`src/rtl/muldiv_if.sv`:
```
// Issue/writeback bundle for the iterative multiply/divide unit.
interface muldiv_if;
  logic        start;
  logic [2:0]  funct3;
  logic [31:0] op_a;
  logic [31:0] op_b;
  logic [4:0]  rd_in;
  logic        busy;
  logic        done;
  logic [31:0] result;
  logic [4:0]  rd_out;

  modport master (
    output start, funct3, op_a, op_b, rd_in,
    input  busy, done, result, rd_out
  );

  modport slave (
    input  start, funct3, op_a, op_b, rd_in,
    output busy, done, result, rd_out
  );
endinterface

```
`src/rtl/muldiv_unit.sv`:
```
// Iterative RV32M execute unit: radix-2 shift-add multiply and restoring divide,
// one bit per cycle on sign-stripped operands with sign fix-up in FINISH.
module muldiv_unit (
  input logic     clk,
  input logic     rst,
  muldiv_if.slave bus
);

  typedef enum logic [1:0] {StIdle, StCalc, StFinish} state_e;

  state_e      state;
  logic [2:0]  f3_q;
  logic [4:0]  rd_q;
  logic        neg_a_q, neg_b_q, special_q;
  logic [31:0] a_q, b_q, quo_q, rem_q;
  logic [63:0] prod_q;
  logic [5:0]  cnt_q;
  logic        busy_q, done_q;
  logic [31:0] result_q;
  logic [4:0]  rd_out_q;

  assign bus.busy   = busy_q;
  assign bus.done   = done_q;
  assign bus.result = result_q;
  assign bus.rd_out = rd_out_q;

  // Acceptance-side decode of operand signedness and special divide cases.
  logic        sgn_a, sgn_b, div_zero, div_ovf, special;
  logic [31:0] abs_a, abs_b, special_val;

  always_comb begin
    sgn_a    = bus.op_a[31] & (bus.funct3 inside {3'b000, 3'b001, 3'b010, 3'b100, 3'b110});
    sgn_b    = bus.op_b[31] & (bus.funct3 inside {3'b000, 3'b001, 3'b100, 3'b110});
    abs_a    = sgn_a ? -bus.op_a : bus.op_a;
    abs_b    = sgn_b ? -bus.op_b : bus.op_b;
    div_zero = bus.funct3[2] && (bus.op_b == 32'd0);
    div_ovf  = bus.funct3[2] && !bus.funct3[0] && (bus.op_a == 32'h8000_0000) &&
               (bus.op_b == 32'hFFFF_FFFF);
    special  = div_zero || div_ovf;
    if (div_zero) begin
      special_val = bus.funct3[1] ? bus.op_a : 32'hFFFF_FFFF;
    end else begin
      special_val = bus.funct3[1] ? 32'd0 : 32'h8000_0000;
    end
  end

  // One iteration of each datapath.
  logic [32:0] mul_sum;
  logic [32:0] div_shift;
  logic        div_ge;
  logic [31:0] div_diff;

  always_comb begin
    mul_sum   = {1'b0, prod_q[63:32]} + (prod_q[0] ? {1'b0, a_q} : 33'd0);
    div_shift = {rem_q, quo_q[31]};
    div_ge    = div_shift >= {1'b0, b_q};
    div_diff  = div_shift[31:0] - b_q;
  end

  // Sign fix-up and result selection for the FINISH edge.
  logic [63:0] prod_fix;
  logic [31:0] quo_fix, rem_fix, fin_result;

  always_comb begin
    prod_fix = (neg_a_q ^ neg_b_q) ? -prod_q : prod_q;
    quo_fix  = (neg_a_q ^ neg_b_q) ? -quo_q : quo_q;
    rem_fix  = neg_a_q ? -rem_q : rem_q;
    case (f3_q)
      3'b000:                 fin_result = prod_fix[31:0];
      3'b001, 3'b010, 3'b011: fin_result = prod_fix[63:32];
      3'b100, 3'b101:         fin_result = quo_fix;
      default:                fin_result = rem_fix;
    endcase
    if (special_q) begin
      fin_result = quo_q;
    end
  end

  always_ff @(posedge clk or posedge rst) begin
    if (rst) begin
      state     <= StIdle;
      f3_q      <= 3'd0;
      rd_q      <= 5'd0;
      neg_a_q   <= 1'b0;
      neg_b_q   <= 1'b0;
      special_q <= 1'b0;
      a_q       <= 32'd0;
      b_q       <= 32'd0;
      quo_q     <= 32'd0;
      rem_q     <= 32'd0;
      prod_q    <= 64'd0;
      cnt_q     <= 6'd0;
      busy_q    <= 1'b0;
      done_q    <= 1'b0;
      result_q  <= 32'd0;
      rd_out_q  <= 5'd0;
    end else begin
      done_q <= 1'b0;
      case (state)
        StIdle: begin
          if (bus.start) begin
            f3_q      <= bus.funct3;
            rd_q      <= bus.rd_in;
            neg_a_q   <= sgn_a;
            neg_b_q   <= sgn_b;
            special_q <= special;
            a_q       <= abs_a;
            b_q       <= abs_b;
            // quo_q doubles as dividend shifter and as holder of the special result.
            quo_q     <= special ? special_val : abs_a;
            rem_q     <= 32'd0;
            prod_q    <= {32'd0, abs_b};
            cnt_q     <= 6'd0;
            busy_q    <= 1'b1;
            state     <= special ? StFinish : StCalc;
          end
        end
        StCalc: begin
          if (f3_q[2]) begin
            rem_q <= div_ge ? div_diff : div_shift[31:0];
            quo_q <= {quo_q[30:0], div_ge};
          end else begin
            prod_q <= {mul_sum, prod_q[31:1]};
          end
          cnt_q <= cnt_q + 6'd1;
          if (cnt_q == 6'd31) begin
            state <= StFinish;
          end
        end
        StFinish: begin
          result_q <= fin_result;
          rd_out_q <= rd_q;
          done_q   <= 1'b1;
          busy_q   <= 1'b0;
          state    <= StIdle;
        end
        default: state <= StIdle;
      endcase
    end
  end

endmodule
```
`src/flat_wrapper.sv`:
```
// flat-port wrapper written by rule: the top's interface ports become plain ports
module muldiv_unit_flat 
  (clk, rst, bus_start, bus_funct3, bus_op_a, bus_op_b, bus_rd_in, bus_busy, bus_done, bus_result, bus_rd_out);
  muldiv_if bus_i ();
  input logic clk;
  input logic rst;
  input wire logic [$bits(bus_i.start)-1:0] bus_start;
  input wire logic [$bits(bus_i.funct3)-1:0] bus_funct3;
  input wire logic [$bits(bus_i.op_a)-1:0] bus_op_a;
  input wire logic [$bits(bus_i.op_b)-1:0] bus_op_b;
  input wire logic [$bits(bus_i.rd_in)-1:0] bus_rd_in;
  output wire logic [$bits(bus_i.busy)-1:0] bus_busy;
  output wire logic [$bits(bus_i.done)-1:0] bus_done;
  output wire logic [$bits(bus_i.result)-1:0] bus_result;
  output wire logic [$bits(bus_i.rd_out)-1:0] bus_rd_out;
  assign bus_i.start = bus_start;
  assign bus_i.funct3 = bus_funct3;
  assign bus_i.op_a = bus_op_a;
  assign bus_i.op_b = bus_op_b;
  assign bus_i.rd_in = bus_rd_in;
  assign bus_busy = bus_i.busy;
  assign bus_done = bus_i.done;
  assign bus_result = bus_i.result;
  assign bus_rd_out = bus_i.rd_out;
  muldiv_unit u_core (.clk(clk), .rst(rst), .bus(bus_i));
endmodule
```
`config.mk`:
```
export PLATFORM = sky130hd
export DESIGN_NAME = muldiv_unit_flat
export DESIGN_NICKNAME = d
export VERILOG_FILES = /design/src/rtl/muldiv_if.sv /design/src/rtl/muldiv_unit.sv /design/src/flat_wrapper.sv
export SDC_FILE = /design/constraint.sdc
export NUM_CORES = 1
export LEC_CHECK = 0
export CORE_ASPECT_RATIO = 0.5
export CORE_MARGIN = 1
export CORE_UTILIZATION = 27
export DETAILED_ROUTE_END_ITERATION = 16
export SKIP_LAST_GASP = 1
export SLEW_MARGIN = 5
export SYNTH_ARGS = -nofsm -noshare
export SYNTH_HDL_FRONTEND = slang
export SYNTH_SLANG_ARGS = --single-unit
```
`constraint.sdc`:
```
create_clock -name clk -period 9.6 [get_ports clk]
set_clock_uncertainty 0.05 [all_clocks]
set_input_delay 1.92 -clock clk [delete_from_list [all_inputs] [get_ports clk]]
set_output_delay 1.92 -clock clk [all_outputs]
set_load 0.005 [all_outputs]
```
Word level (Yosys, flattened, before mapping)
Index checks and enable logic that the tools add are counted.
{"block": "totals", "elab_cells": 99, "in_bits": 75, "out_inout_bits": 39, "regBits": 250}
{"block": "classes", "eq_ne": 18, "addsub": 8, "mux": 31, "magnitude_cmp": 1, "n_bitwise": 3, "n_reduce_logical": 22}
{"op": "32-bit two-way mux", "n": 15}
{"op": "64-bit two-way mux", "n": 3}
{"op": "32-bit negator", "n": 4}
{"op": "32-bit case mux with 2 select lines", "n": 2}
{"op": "64-bit case mux with 2 select lines", "n": 1}
{"op": "32-bit case mux with 3 select lines", "n": 1}
{"op": "32-bit == test (second input constant)", "n": 2}
{"op": "64-bit negator", "n": 1}
{"op": "32-bit by 33-bit adder with 33-bit output", "n": 1}
{"op": "33-bit by 32-bit greater-or-equal comparator with 1-bit output", "n": 1}
{"op": "32-bit zero test", "n": 1}
{"op": "32-bit subtractor", "n": 1}
{"op": "3-bit == test (second input constant)", "n": 4}
{"op": "6-bit case mux with 2 select lines", "n": 1}
{"op": "3-bit by 2-bit == test with 1-bit output (second input constant)", "n": 3}
{"op": "2-bit AND reduction", "n": 4}
{"op": "6-bit by 1-bit adder with 6-bit output (second input constant)", "n": 1}
{"op": "3-bit by 1-bit == test with 1-bit output (second input constant)", "n": 2}
{"op": "6-bit by 5-bit == test with 1-bit output (second input constant)", "n": 1}
{"op": "3-bit zero test", "n": 2}
{"op": "2-bit two-way mux", "n": 3}
{"op": "6-bit two-way mux", "n": 1}
{"op": "3-bit AND reduction", "n": 2}
{"op": "5-bit nonzero test", "n": 1}
{"op": "other kinds (17)", "n": 25}

Logic depth before layout (Yosys ltp)
{"block": "depth", "word_depth": 8, "depth_mapped": 13}

Least setup slack after synthesis
No wires, ideal clock.
{"block": "synth_timing", "path_type": "input -> register", "from": "in bus_op_b[10]", "to": "reg u_core.quo_q[16]", "arrival_time_ns": 4.237, "slack_ns": 5.235, "required_ns": 9.473, "setup_ns": 0.077, "stages": 11, "path_cell_list": "or4_1 nor4_1 nand4_1 nand2b_1 clkbuf_1 nor2_1 nor2_1 clkbuf_1 nand3_1 o21ai_0 a21oi_1"}
{"block": "synth_via", "elab_chain_cells": 6}
{"item": "start: declaration", "line_no": "flat_wrapper.sv:10", "source": "input wire logic [$bits(bus_i.op_b)-1:0] bus_op_b;"}
{"item": "32-bit zero test or 32-bit == test (tied branches)", "line_no": "muldiv_unit.sv:36, muldiv_unit.sv:38"}
{"item": "1-bit logical AND (on tied branches)", "line_no": "muldiv_unit.sv:36, muldiv_unit.sv:37"}
{"item": "32-bit two-way mux or 1-bit logical OR (tied branches)", "line_no": "muldiv_unit.sv:40, muldiv_unit.sv:39"}
{"item": "32-bit two-way mux (*)", "line_no": "muldiv_unit.sv:110", "source": "quo_q <= special ? special_val : abs_a;"}
{"item": "32-bit two-way mux (*)", "line_no": "muldiv_unit.sv:101", "source": "if (bus.start) begin"}
{"item": "32-bit case mux with 2 select lines (*)", "line_no": "muldiv_unit.sv:99", "source": "case (state)"}
{"item": "end signal: assignment", "line_no": "muldiv_unit.sv:110"}
{"item": "end signal: assignment", "line_no": "muldiv_unit.sv:121", "source": "quo_q <= {quo_q[30:0], div_ge};"}
{"item": "end: declaration", "line_no": "muldiv_unit.sv:15", "source": "logic [31:0] a_q, b_q, quo_q, rem_q;"}
Mark *: on every way between the ends. The rest lies on a longest branch, timed or not. The select of a mux whose other input is x is not followed.
A chain may end at the register's enable or synchronous reset.

Worst setup path after layout
{"block": "layout_timing", "from": "in bus_op_b[10]", "to": "reg u_core.quo_q[25]"}
The elaborated chain is that of the path after synthesis.

==> summary.md <==
| Metric | Value |
|---|---|
| First-pass GRT wire length | 116,000 um |
| Status | completed |
| Placed wire-length estimate | 58,200 um |
| Clk root buf | clkbuf_16 |
| Final GP Congestion | 0.954 |
| CTS Hold Bufs | 0 |
| Layout cells sized above 1 | 5.07% |
| Peak Freq | 0.185 GHz |
| Die height | 191 um |
| Total number of yosys warnings | 0 |
| Routed Antenna Nets | 0 |
| Total GRT Usage | 21.1% |
| Final min period | 5.40 ns |
| Reg-to-reg slack, setup | 5.49 ns |
| Setup Crit Path Kind | in -> reg |
| Detailed-router iteration count before antenna repair | 8 |
| Hold Startpoint | u_core.rd_q[1] |
| Final-report max-slew violation count | 0 |
| Grt met1 use | 31.1% |
| Synthesized area per cell | 7.72 um^2 |
| Largest net degree at the start of global routing | 162 |
| Critical Path Sink Type | flop |
| Reg2reg end | u_core.bus.result[14] |
| R2R cell count | 9 |
| Num ports | 114 |
| Starting DRC count in detailed routing | 2,096 |
| Commonest non-fill, non-tap cell in the layout | nand2_1 |
| Die X-Extent | 379 um |
| # diodes | 0 |
| Post-synthesis sequential area ratio | 32.5% |
| Most Crowded Layer GR | met2 |
| DRC violations left | 0 |
| Unrepaired setup endpoints after global routing | false |
| EDFF count, synth | 0 |
| Vias | 19.4k |
| Core area | 69,700 um^2 |
| IO Port Bufs | 113 |
| Total power | 7.17 mW |
| Reg2reg start | u_core.prod_q[20] |
| Min-Delay Endpoint | u_core.bus.rd_out[1] |
| Worst min path class | reg -> reg |
| Mapped Nets | 2,637 |
| Multi-input gate area | 12,200 um^2 |
| CTS Buffer Depth | 3 |
| Met2 Track Usage GR | 31.7% |
| TritonCTS clock tree | done |
| Vias/cell | 5.56 |
| Async set-reset flop share out of synthesis | 100% |
| Sink Count | 250 |
| Most used DFF post-synth | dfrtp_1 |
| Post-CTS setup buffers | 0 |
| Worst Path Arrival | 5.86 ns |
| Htree depth | 1 |
| Antenna violations before repair | 3 |
| Post-synthesis cell area | 19,200 um^2 |
| TritonCTS Buffers | 29 |
| CTS clk-pin slew, worst paths | 0.06 ns |
| Setup TNS | 0 ns |
| Clk_lat worst skew | 0.58 ns |
| # rows | 68 |
| Most frequent cells in the layout | nand2_1, o21ai_0, dfrtp_1, a21oi_1, nor2_1 |
| Worst Hold Depth | 2 |
| Seq cells post-synth | 250 |
| Tightest Pin Transition | 1.21 ns |
| Number of fillers in the final layout | 7,432 |
| Finish-stage setup viols | 0 |
| CTS resizes | 0 |
| Vias in the first global route | 17.7k |
| Crit path max fanout | 25 |
| Max_cap viols | 0 |
| Area growth from synthesis to layout | 15.8% |
| Routed Wire Length | 77,100 um |
| Post-synthesis cell count | 2,489 |
| Static leakage | 8.82 nW |
| Crit path launch type | input pin |
| Final hold violation count | 0 |
| Initial core utilization | 27.6% |
| Sequential Area | 6260 um^2 |
| Grt ovf | 0 |
| Peak supply drop | 0.162 mV |
| Period utilization | 56.3% |
| Critical Path RT | 10.05 ns |
| # nets final | 2,670 |
| Number of distinct library cells after synthesis | 78 |
| Max transition margin | 19.0% |
| PwrDens | 322 nW/um^2 |
| DIE AREA | 72,300 um^2 |
| Met3 Track Usage GR | 3.47% |
| DR WL/cell | 22.1 um |
==> cells by family after synthesis <==
kind of cell    share of synthesized area, %
xor+xnor                                10.0
buf+inv                                 4.40
flops                                   32.5
simple gates                            21.9
fa+ha+maj                               4.83
compound gates                          26.0
mux                                    0.319
==> how the worst max path moves through the flow <==
stage / from / end / slack [ns] / cells after the start
5_1_grt: bus_op_b[10] / u_core.quo_q[25] / 3.95 / 11
3_5_place_dp: bus_op_b[10] / u_core.quo_q[17] / 3.71 / 11
6_report: bus_op_b[10] / u_core.quo_q[25] / 4.20 / 11
3_3_place_gp: bus_op_b[10] / u_core.quo_q[7] / 3.77 / 11
4_1_cts: bus_op_b[10] / u_core.quo_q[25] / 4.32 / 11
2_1_floorplan: rst / u_core.a_q[0] / 0.76 / 1
==> cells in the mapped netlist, types with 5 or more instances <==
cell	number	area share, %
nand2_1	349	6.8
a31oi_1	25	0.81
nand3_1	40	1.0
mux2i_1	5	0.26
o41ai_1	20	0.91
nand2b_1	21	0.68
o21bai_1	6	0.23
nor4_1	31	1.0
o22ai_1	22	0.72
o21ai_0	282	7.3
a21o_1	31	1.2
nor2_1	209	4.1
ha_1	71	4.6
xnor2_1	109	5.0
a221oi_1	14	0.64
o311a_1	6	0.31
or4_1	18	0.70
a2111oi_0	6	0.27
nand3b_1	10	0.39
a21oi_1	234	6.1
xor2_1	111	5.1
and3_1	15	0.49
or2_2	12	0.39
dfrtp_1	250	33
a211oi_1	26	1.0
buf_1	10	0.20
a221o_1	11	0.57
and2_1	40	1.3
a311oi_1	5	0.23
clkbuf_1	135	2.6
nor3_1	65	1.7
nor2b_1	18	0.59
inv_1	76	1.5
o221ai_1	6	0.27
o211ai_1	27	1.1
o31ai_1	44	1.7
or3_1	22	0.72
nand4_1	26	0.85
nand4b_1	5	0.23
==> metal layers <==
layer / vias up / wire, um
met2: 856 / 32900
met4: 2 / 2000
met1: 9392 / 36000
met3: 113 / 6250
met5: - / 13
li1: 9024 / -
==> layout make-up <==
cell class	instances	area share, %
tap	945	5.31
multi-input combinational	2016	54.7
clock inverter	19	0.714
inverter	76	1.32
timing repair buffer	149	6.35
clock buffer	34	3.52
sequential	250	28.1
==> where the power goes <==
part	internal (mW)	switching, mW	total [mW]
clock network	0.618	0.527	1.14
logic	1.53	2.35	3.89
registers	1.41	0.723	2.14
total	3.57	3.60	7.17
==> per-stage QoR <==
stage / util [%] / setup WS, ns / hold slack, ns / cell area [um^2] / std cells
floorplan: - / 0.758 / 0.387 / 19200 / 2489
global placement: 30.6 / 3.77 / 0.398 / 21300 / 3436
finish: 31.9 / 4.20 / 0.417 / 22300 / 3489
global route: 31.9 / 3.95 / 0.444 / 22300 / 3489
CTS: 31.9 / 4.32 / 0.422 / 22300 / 3489
detailed placement: 30.6 / 3.71 / 0.407 / 21300 / 3436
==> critical path, stage by stage <==
cell	delay (ns)
clkdlybuf4s50_1	0.50
or4_1	0.69
nor4_1	0.63
nand4_1	0.63
nand2b_1	0.34
buf_4	0.27
nor2_1	0.22
nor2_1	0.26
nand3_1	0.13
o21ai_0	0.09
a21oi_1	0.17
==> flip-flops by register name (all words and copies together), names as in the netlist, 5 cells and up <==
| signal | flops |
|---|---|
| u_core.a_q | 32 |
| u_core.b_q | 32 |
| u_core.bus.rd_out | 5 |
| u_core.bus.result | 32 |
| u_core.cnt_q | 6 |
| u_core.prod_q | 64 |
| u_core.quo_q | 32 |
| u_core.rd_q | 5 |
| u_core.rem_q | 32 |
No activity file was read; power rests on OpenSTA's default activity.
